`config.mk`:
```
export PLATFORM = sky130hd
export DESIGN_NAME = debug_autobaud_mc
export DESIGN_NICKNAME = d
export VERILOG_FILES = /design/src/rtl/debug_autobaud_pkg.sv /design/src/rtl/debug_rx_sync.sv /design/src/rtl/debug_autobaud_mc.sv
export SDC_FILE = /design/constraint.sdc
export NUM_CORES = 1
export LEC_CHECK = 0
export BUFFER_PORTS_ARGS = -buffer_cell sky130_fd_sc_hd__buf_2
export CORE_ASPECT_RATIO = 0.7
export CORE_MARGIN = 2
export CORE_UTILIZATION = 61
export DETAILED_ROUTE_END_ITERATION = 8
export HOLD_SLACK_MARGIN = 0.03
export PLACE_DENSITY = 0.86
export SLEW_MARGIN = 10
export SYNTH_ARGS = -nofsm -noshare
export SYNTH_HDL_FRONTEND = slang
export SYNTH_SLANG_ARGS = --single-unit
export TNS_END_PERCENT = 50
```
`constraint.sdc`:
```
create_clock -name clk -period 4 [get_ports clk]
set_input_delay 0.6 -clock clk [delete_from_list [all_inputs] [get_ports clk]]
set_output_delay 0.6 -clock clk [all_outputs]
set_load 0.01 [all_outputs]
```
`src/rtl/debug_autobaud_pkg.sv`:
```
// Shared types and helpers for the multi-channel auto-baud detector.
// Optional feature macro used by this slice: AUTOBAUD_BREAK_REARM_EN.
package debug_autobaud_pkg;

   typedef enum logic [1:0] {
      HUNT    = 2'd0,
      MEASURE = 2'd1,
      LOCKED  = 2'd2
   } state_t;

   // Width of the 1-based channel select (0 reserved for "no channel").
   function automatic int sel_width(input int num_rx);
      return $clog2(num_rx + 1);
   endfunction

   // Top div_w bits of a cnt_w-bit pulse-width count.
   function automatic int unsigned sample_of(input int unsigned cnt,
                                             input int unsigned cnt_w,
                                             input int unsigned div_w);
      return cnt >> (cnt_w - div_w);
   endfunction

   // Unsigned magnitude of the difference between two samples.
   function automatic int unsigned abs_diff(input int unsigned a,
                                            input int unsigned b);
      return (a > b) ? (a - b) : (b - a);
   endfunction

endpackage

```
`src/rtl/debug_rx_sync.sv`:
```
// Per-channel RX synchroniser: two metastability flops plus a last-value
// flop for edge detection. All flops preset to 1 (idle UART line).
// With AUTOBAUD_BREAK_REARM_EN the synchronised level is also exported.
module debug_rx_sync (
   input  logic clk,
   input  logic rst_n,
   input  logic rx,
`ifdef AUTOBAUD_BREAK_REARM_EN
   output logic level_o,
`endif
   output logic edge_o
);

   logic sync1_q, sync1_d;
   logic sync2_q, sync2_d;
   logic last_q,  last_d;

   // Shift the pin through the synchroniser and remember the previous level.
   always_comb begin
      sync1_d = rx;
      sync2_d = sync1_q;
      last_d  = sync2_q;
   end

   // Synchroniser registers, released to the idle-high line state.
   always_ff @(posedge clk or negedge rst_n) begin
      if (!rst_n) begin
         sync1_q <= 1'b1;
         sync2_q <= 1'b1;
         last_q  <= 1'b1;
      end else begin
         sync1_q <= sync1_d;
         sync2_q <= sync2_d;
         last_q  <= last_d;
      end
   end

   assign edge_o = (sync2_q != last_q);
`ifdef AUTOBAUD_BREAK_REARM_EN
   assign level_o = sync2_q;
`endif

endmodule

```
`src/rtl/debug_autobaud_mc.sv`:
```
// Multi-channel auto-baud detector: locks to the first toggling RX channel,
// measures pulse widths and writes the divisor once MATCH_CNT samples agree.
// Optional macro AUTOBAUD_BREAK_REARM_EN: a line break on the locked channel
// re-arms the detector.
module debug_autobaud_mc
   import debug_autobaud_pkg::*;
#(
   parameter  int          NUM_RX    = 3,
   parameter  int          CNT_W     = 13,
   parameter  int          DIV_W     = 8,
   parameter  int          MATCH_CNT = 3,
   parameter  int unsigned TOL       = 0,
   localparam int          SEL_W     = sel_width(NUM_RX)
) (
   input  logic              clk,
   input  logic              rst_n,
   input  logic              disabled,
   input  logic              rearm,
   input  logic [NUM_RX-1:0] rx,
   output logic              wr,
   output logic [DIV_W-1:0]  div,
   output logic [SEL_W-1:0]  rx_sel,
   output logic              locked,
   output logic              busy
);

   localparam logic [CNT_W-1:0] CNT_MAX = '1;

   state_t                            state_q, state_d;
   logic [SEL_W-1:0]                  cand_q, cand_d;
   logic [CNT_W-1:0]                  cnt_q, cnt_d;
   logic [MATCH_CNT-1:0][DIV_W-1:0]   hist_q, hist_d;
   logic [MATCH_CNT-1:0]              hval_q, hval_d;
   logic                              chk_q, chk_d;
   logic [DIV_W-1:0]                  div_q, div_d;
   logic [SEL_W-1:0]                  rx_sel_q, rx_sel_d;
   logic                              wr_q, wr_d;

   logic [NUM_RX-1:0]                 edge_vec;
   logic [SEL_W-1:0]                  first_sel;
   logic                              cand_edge;
   logic                              lock_ok;
   logic                              break_hit;
   logic                              do_rearm;
   logic [DIV_W-1:0]                  sample;

`ifdef AUTOBAUD_BREAK_REARM_EN
   logic [NUM_RX-1:0]                 lvl_vec;
   logic                              sel_lvl;
`endif

   for (genvar i = 0; i < NUM_RX; i++) begin : g_sync
      debug_rx_sync u_sync (
         .clk     (clk),
         .rst_n   (rst_n),
         .rx      (rx[i]),
`ifdef AUTOBAUD_BREAK_REARM_EN
         .level_o (lvl_vec[i]),
`endif
         .edge_o  (edge_vec[i])
      );
   end

   assign sample = DIV_W'(sample_of(32'(cnt_q), CNT_W, DIV_W));

   // Lowest-index edging channel, 1-based (0 when no edge).
   always_comb begin
      first_sel = '0;
      for (int i = NUM_RX - 1; i >= 0; i--) begin
         if (edge_vec[i]) first_sel = SEL_W'(i + 1);
      end
   end

   // Edge on the candidate channel only; other channels are ignored.
   always_comb begin
      cand_edge = 1'b0;
      for (int i = 0; i < NUM_RX; i++) begin
         if (cand_q == SEL_W'(i + 1)) cand_edge = edge_vec[i];
      end
   end

   // Lock condition: history full and every entry within TOL of the newest.
   always_comb begin
      lock_ok = &hval_q;
      for (int k = 1; k < MATCH_CNT; k++) begin
         if (abs_diff(32'(hist_q[k]), 32'(hist_q[0])) > TOL) lock_ok = 1'b0;
      end
   end

`ifdef AUTOBAUD_BREAK_REARM_EN
   // Synchronised level of the locked channel, idle-high when none selected.
   always_comb begin
      sel_lvl = 1'b1;
      for (int i = 0; i < NUM_RX; i++) begin
         if (rx_sel_q == SEL_W'(i + 1)) sel_lvl = lvl_vec[i];
      end
   end
   assign break_hit = (state_q == LOCKED) && !sel_lvl && (cnt_q == CNT_MAX);
`else
   assign break_hit = 1'b0;
`endif

   assign do_rearm = rearm | break_hit;

   // Next-state logic: rearm first, then lock check, timeout, sampling.
   always_comb begin
      state_d  = state_q;
      cand_d   = cand_q;
      cnt_d    = cnt_q;
      hist_d   = hist_q;
      hval_d   = hval_q;
      chk_d    = 1'b0;
      div_d    = div_q;
      rx_sel_d = rx_sel_q;
      wr_d     = 1'b0;
      if (do_rearm) begin
         state_d  = HUNT;
         cand_d   = '0;
         cnt_d    = '0;
         hval_d   = '0;
         rx_sel_d = '0;
      end else begin
         case (state_q)
            HUNT: begin
               if (|edge_vec) begin
                  cnt_d = '0;
                  if (disabled) begin
                     state_d  = LOCKED;
                     rx_sel_d = first_sel;
                  end else begin
                     state_d = MEASURE;
                     cand_d  = first_sel;
                  end
               end
            end
            MEASURE: begin
               if (chk_q && lock_ok) begin
                  state_d  = LOCKED;
                  div_d    = hist_q[0];
                  rx_sel_d = cand_q;
                  wr_d     = 1'b1;
                  cnt_d    = '0;
               end else if (cnt_q == CNT_MAX) begin
                  state_d = HUNT;
                  cand_d  = '0;
                  cnt_d   = '0;
                  hval_d  = '0;
               end else if (cand_edge) begin
                  cnt_d = '0;
                  if (sample == '0) begin
                     hval_d = '0;
                  end else begin
                     for (int k = MATCH_CNT - 1; k > 0; k--) hist_d[k] = hist_q[k-1];
                     hist_d[0] = sample;
                     hval_d    = {hval_q[MATCH_CNT-2:0], 1'b1};
                     chk_d     = 1'b1;
                  end
               end else begin
                  cnt_d = cnt_q + 1'b1;
               end
            end
            LOCKED: begin
`ifdef AUTOBAUD_BREAK_REARM_EN
               if (sel_lvl) cnt_d = '0;
               else         cnt_d = cnt_q + 1'b1;
`endif
            end
            default: state_d = HUNT;
         endcase
      end
   end

   // State and datapath registers.
   always_ff @(posedge clk or negedge rst_n) begin
      if (!rst_n) begin
         state_q  <= HUNT;
         cand_q   <= '0;
         cnt_q    <= '0;
         hist_q   <= '0;
         hval_q   <= '0;
         chk_q    <= 1'b0;
         div_q    <= '0;
         rx_sel_q <= '0;
         wr_q     <= 1'b0;
      end else begin
         state_q  <= state_d;
         cand_q   <= cand_d;
         cnt_q    <= cnt_d;
         hist_q   <= hist_d;
         hval_q   <= hval_d;
         chk_q    <= chk_d;
         div_q    <= div_d;
         rx_sel_q <= rx_sel_d;
         wr_q     <= wr_d;
      end
   end

   assign wr     = wr_q;
   assign div    = div_q;
   assign rx_sel = rx_sel_q;
   assign locked = (state_q == LOCKED);
   assign busy   = (state_q == MEASURE);

endmodule

```
[After elaboration in Yosys (flattened, before gate mapping)]
Index checks and enable logic that the tools add are counted.
Cells by class
  bitwise gates (word level): 4
  muxes and demuxes: 47
  order comparisons: 4
  reduce and logical (&&, ||, !) cells: 15
  equal/unequal tests: 18
  add/sub/neg operators: 5
Operators with widths (number)
  13-bit 2-to-1 mux: 5
  32-bit by 1-bit > comparator with 1-bit output, second input constant: 2
  32-bit 2-to-1 mux: 2
  8-bit by 8-bit subtractor with 9-bit output: 4
  2-bit 2-to-1 mux: 16
  13-bit one-hot mux with 2 select lines: 1
  3-bit 2-to-1 mux: 6
  8-bit > comparator: 2
  1-bit 2-to-1 mux: 14
  13-bit by 1-bit adder with 13-bit output, second input constant: 1
  13-bit equality test, second input constant: 1
  3-bit inequality test, second input constant: 4
  3-bit AND reduction: 4
  8-bit zero test: 1
  2-bit one-hot mux with 2 select lines: 2
  2-bit equality test, second input constant: 3
  3-bit by 2-bit inequality test with 1-bit output, second input constant: 2
  2-bit one-hot mux with 3 select lines: 1
  6-bit AND reduction: 1
  3-bit nonzero test: 2
  5-bit AND reduction: 1
  2-bit by 1-bit equality test with 1-bit output, second input constant: 2
  2-bit inequality test, second input constant: 2
  4-bit by 2-bit inequality test with 1-bit output, second input constant: 1
  8 further kinds: 13
Storage, ports and cells
  bits of input ports: 7
  register bits after elaboration: 65

[Depth between registers and ports, before layout]
  depth in word-level cells: 9
  mapped depth: 13
  depth with buffers taken out: 11

[Cells and area by module]
A second synthesis with hierarchy kept.
Second synthesis, totals
  cells, all modules: 436
  area, all modules: 4222.8 µm²
Modules (own cells, without submodules)
  debug_autobaud_mc: cells an instance 424, area an instance 3960.0 µm², times used 1
  debug_rx_sync: cells an instance 4, area an instance 87.6 µm², times used 3

[Least setup slack after synthesis]
No wires, ideal clock.
  path kind: flip-flop to flip-flop
  start point: register hist_q[2] (netlist name)
  end point: register div_q[0] (netlist: div[0])
  path buffers: 1
  required time: 3.872 ns
  slack: 1.006 ns
  arrival time: 2.867 ns
  cell stages (with the launch flop): 13
  library setup time: 0.128 ns
  period minus slack after synthesis: 2.994 ns
  cells stage by stage: dfrtp_1 inv_1 ha_1 and3_4 a21boi_1 or4b_1 a211oi_2 nand4_1 a21oi_1 o32ai_1 buf_4 nor2_8 mux2_1
Between the ends
  longest elaborated chain between the ends: 7
  elaborated cells between the ends (all ways): 14
  those cells by class: add/sub: 4; order compare: 4; mux: 4; reduce/logical: 2
Ends and longest elaborated chain
  from (decl): RTL line debug_autobaud_mc.sv:32  | logic [MATCH_CNT-1:0][DIV_W-1:0] hist_q, hist_d;
  from (signal assigned): RTL line debug_autobaud_mc.sv:189  | hist_q <= hist_d;
  8-bit by 8-bit subtractor with 9-bit output or 8-bit > comparator (tied branches): RTL line debug_autobaud_pkg.sv:26  | return (a > b) ? (a - b) : (b - a);
  32-bit 2-to-1 mux: RTL line debug_autobaud_pkg.sv:26
  32-bit by 1-bit > comparator with 1-bit output: RTL line debug_autobaud_mc.sv:86  | if (abs_diff(32'(hist_q[k]), 32'(hist_q[0])) > TOL) lock_ok = 1'b0;
  1-bit 2-to-1 mux: RTL line debug_autobaud_mc.sv:86
  1-bit 2-to-1 mux *: RTL line debug_autobaud_mc.sv:86
  1-bit logical AND *: RTL line debug_autobaud_mc.sv:137  | if (chk_q && lock_ok) begin
  3-bit AND reduction (no source line) *
  to (signal assigned): RTL line debug_autobaud_mc.sv:192  | div_q <= div_d;
  to (decl): RTL line debug_autobaud_mc.sv:35  | logic [DIV_W-1:0] div_q, div_d;
Mark *: on every way between the ends. The rest lies on a longest branch, timed or not.
A chain may end at the register's enable or synchronous reset.

[Worst setup path in the final report]
  start point: register hist_q[4] (netlist name)
  end point: register cnt_q[5]
Between the ends
  longest elaborated chain between the ends: 9
  elaborated cells between the ends (all ways): 16
  those cells by class: add/sub: 4; order compare: 4; mux: 7; reduce/logical: 1
Ends and longest elaborated chain
  8-bit by 8-bit subtractor with 9-bit output or 8-bit > comparator (tied branches): RTL line debug_autobaud_pkg.sv:26
  32-bit 2-to-1 mux: RTL line debug_autobaud_pkg.sv:26
  32-bit by 1-bit > comparator with 1-bit output: RTL line debug_autobaud_mc.sv:86
  1-bit 2-to-1 mux: RTL line debug_autobaud_mc.sv:86
  1-bit 2-to-1 mux *: RTL line debug_autobaud_mc.sv:86
  1-bit logical AND *: RTL line debug_autobaud_mc.sv:137
  13-bit 2-to-1 mux *: RTL line debug_autobaud_mc.sv:137
  13-bit one-hot mux with 2 select lines *: RTL line debug_autobaud_mc.sv:123  | case (state_q)
  13-bit 2-to-1 mux *: RTL line debug_autobaud_mc.sv:116  | if (do_rearm) begin
  to (signal assigned): RTL line debug_autobaud_mc.sv:188  | cnt_q <= cnt_d;
  to (decl): RTL line debug_autobaud_mc.sv:31  | logic [CNT_W-1:0] cnt_q, cnt_d;
Marks and branches as above.

==> impl_metrics.yaml <==
synth:
  ys_top_cells_by_area: "dfrtp_1 36%, ha_1 11%, mux2i_1 6.2%, dfstp_2 6.1%, inv_1 4.0%"
  yosysUniqueCellTypes: 55
  syn_nets: 434
  ys.flop_type: "dfrtp_1"
  synth_top_area_cell: "dfrtp_1"
  synth-seq-cells: 65
  synth_compound_area_frac: 0.146
  synth_edf_count: 0
  synthMuxAreaShare: 0.0962
  ys_seq_area_frac: 0.420
  synth.avg_cell_area_um2: 9.90
  synthSimpleGateAreaFrac: 0.155
  synthAdderAreaFrac: 0.106
  yosys_warnings: 0
  synthCells: 394
  async_reset_ff_frac: 1.00
  synth_top_area_frac: 0.359
  synth_top_family_by_area: "simple AND/OR/NAND/NOR gates"
  synth_area_um2: 3900
  synth_xor_area_frac: 0.0202
place:
  place_ws_ns: 0.541
  io_buffers: 19
  dp_hpwl_um: 6320
  gp_congestion: 0.875
timing:
  min_period_ns: 3.52
  tightestPinTransition_ns: 1.04
  hold_viol: 0
  maxSlewHeadroom: 0.309
  rsz0062_at_grt: "false"
  finalCritPeriodShare: 0.880
  setup_viol: 0
  fin_worst_skew_ns: 0.0104
  tns_ns: 0
  setup_ws_ns: 0.479
  fmax_mhz: 284
  drv_slew: 0
floorplan:
  die_w_um: 99.6
  rows: 24
  dieArea_um2: 7060
  core_area_um2: 6220
  io_pins: 20
  floorplan.initialDensity: 0.628
  die_y_um: 70.9
setup_path:
  arrival_ns: 3.76
  ff2ff_setup_slack_ns: 0.48
  end_kind: "register"
  critPathLaunchType: "register"
  cp_max_fo: 19
  crit_type: "reg -> reg"
  worst_ep_required_time_ns: 4.24
detailed_routing:
  wl_per_cell_um: 17.2
  route.detailed.drc: 0
  vias: 3036
  routed_wl_um: 8620
  vias_per_cell: 6.05
  drt_first_pass_iters: 5
  drtIter0Drc: 234
  ant_nets: 0
power:
  p_per_area_nw_per_um2: 353
  cellLeakagePower_nw: 2.04
  peakVddDrop_mv: 0.232
cells_and_area:
  regArea_um2: 1640
  fin_nets: 459
  layout-drive-gt1-share: 0.127
  final_common_cell: "dfrtp_1"
  fillCellCount: 454
  diodes: 0
  area_growth_pct: 10.9
  multiInputGateArea_um2: 2050
  layout_common_cells: "56 x dfrtp_1, 42 x inv_1, 33 x ha_1"
global_route:
  grt_pass1_wl_um: 14200
  antenna_found_initial: 0
  grt_pass1_vias: 2872
  overflow: 0
  track_usage: 0.259
  grt_max_degree: 49
clock_tree:
  htreeDepth: 3
  cts_tree: "yes"
  ctsHoldBuffers: 0
  cts_resized: 0
  clk_pin_slew_ns: 0.08
  cts_made_buffers: 9
  clk_path_buf_depth: 2
  post_cts.repair.setup_buffers: 0
  clkSinkCount: 65
  cts-root-buf: "clkbuf_8"
  clk_latency_ns: 0.34
outcome:
  status: "completed"
flow_run:
  maxCapViolCount: 0
worst_hold_path:
  hold_path_class: "in -> reg"
[metal layers]
layer / wire length (um) / part of all wire / track usage
met1: 4200 / 0.49 / 0.395
met2: 3840 / 0.45 / 0.381
met4: 48 / 0.0056 / 0.0548
met3: 528 / 0.061 / 0.0613
met5: 0 / 0 / 0
[worst max-delay path: stages, from the launching register on]
cell and delay (ns):
dfrtp_1 0.40, inv_1 0.12, ha_1 0.40, and2_1 0.19, a311oi_1 0.34, a21boi_1 0.17
o21a_1 0.21, o221ai_1 0.20, a21oi_1 0.12, o32ai_2 0.29, buf_4 0.31, nand2_1 0.32
o311ai_1 0.36
[Yosys cell counts (4+ instances only)]
master and count:
a21o_1 4, a21oi_1 17, a31oi_1 8, and2_1 8
clkbuf_1 4, dfrtp_1 56, dfstp_2 9, ha_1 33
inv_1 42, mux2_1 10, mux2i_1 24, nand2_1 24
nand2b_1 6, nand3_1 10, nand4_1 7, nor2_1 27
nor3_1 6, nor4_1 8, o21a_1 7, o21ai_0 11
o22ai_1 9, xor2_1 6
[final timing paths]
check | depth (start not counted) | end | from
min in group asynchronous | 1 | wr | rst_n
worst max register to register | 12 | cnt_q[5] | hist_q[4]
worst min-delay path | 1 | g_sync[0].u_sync.sync1_q | rx[0]
max in group asynchronous | 2 | hist_q[16] | rst_n
worst min register to register | 0 | g_sync[1].u_sync.last_d | g_sync[1].u_sync.sync1_q
worst max-delay path | 12 | cnt_q[5] | hist_q[4]
[per-stage QoR]
step | instance area [um^2] | hold slack [ns] | instances | power (mW) | utilization
global placement | 4070 | 0.345 | 486 | 0.827 | 0.655
finish | 4330 | 0.354 | 502 | 1.53 | 0.696
floorplan | 3900 | 0.304 | 394 | 0.786 | -
CTS | 4330 | 0.348 | 502 | 1.53 | 0.696
global route | 4330 | 0.338 | 502 | 1.58 | 0.696
detailed placement | 4070 | 0.347 | 486 | 0.831 | 0.655
[area by class of cell]
cell class	instances	area share
clock buffers	12	0.0358
clock inverters	4	0.0228
inverters	42	0.0364
multi-input cells	277	0.473
flip-flops and latches	65	0.378
well taps	78	0.0225
repair buffers	24	0.0306
[where the power goes]
part           total, mW  leakage (nW)  internal [mW]  switching (mW)
Clock              0.704         0.127          0.450           0.255
Sequential         0.696         0.755          0.679          0.0175
Combinational      0.127          1.16         0.0482          0.0786
[state kept, by name, summed over array words and instances (netlist names)]
register               count
cand_q                     2
chk_q                      1
cnt_q                     13
div                        8
g_sync.u_sync.last_d       3
g_sync.u_sync.last_q       3
g_sync.u_sync.sync1_q      3
hist_q                    24
hval_q                     3
rx_sel                     2
state_q                    2
wr                         1
[cell families (layout without fill, tap and decap cells)]
logic type                 count (synthesis)  in the layout
and+or+nand+nor                          114            114
adders and majority gates                 33             33
AOI/OAI and AO/OA                         85             85
xor gates and xnor gates                   9              9
buffers and inverters                     52             82
DFF                                       65             65
muxes                                     36             36
Power figures use the tool's default switching activity.
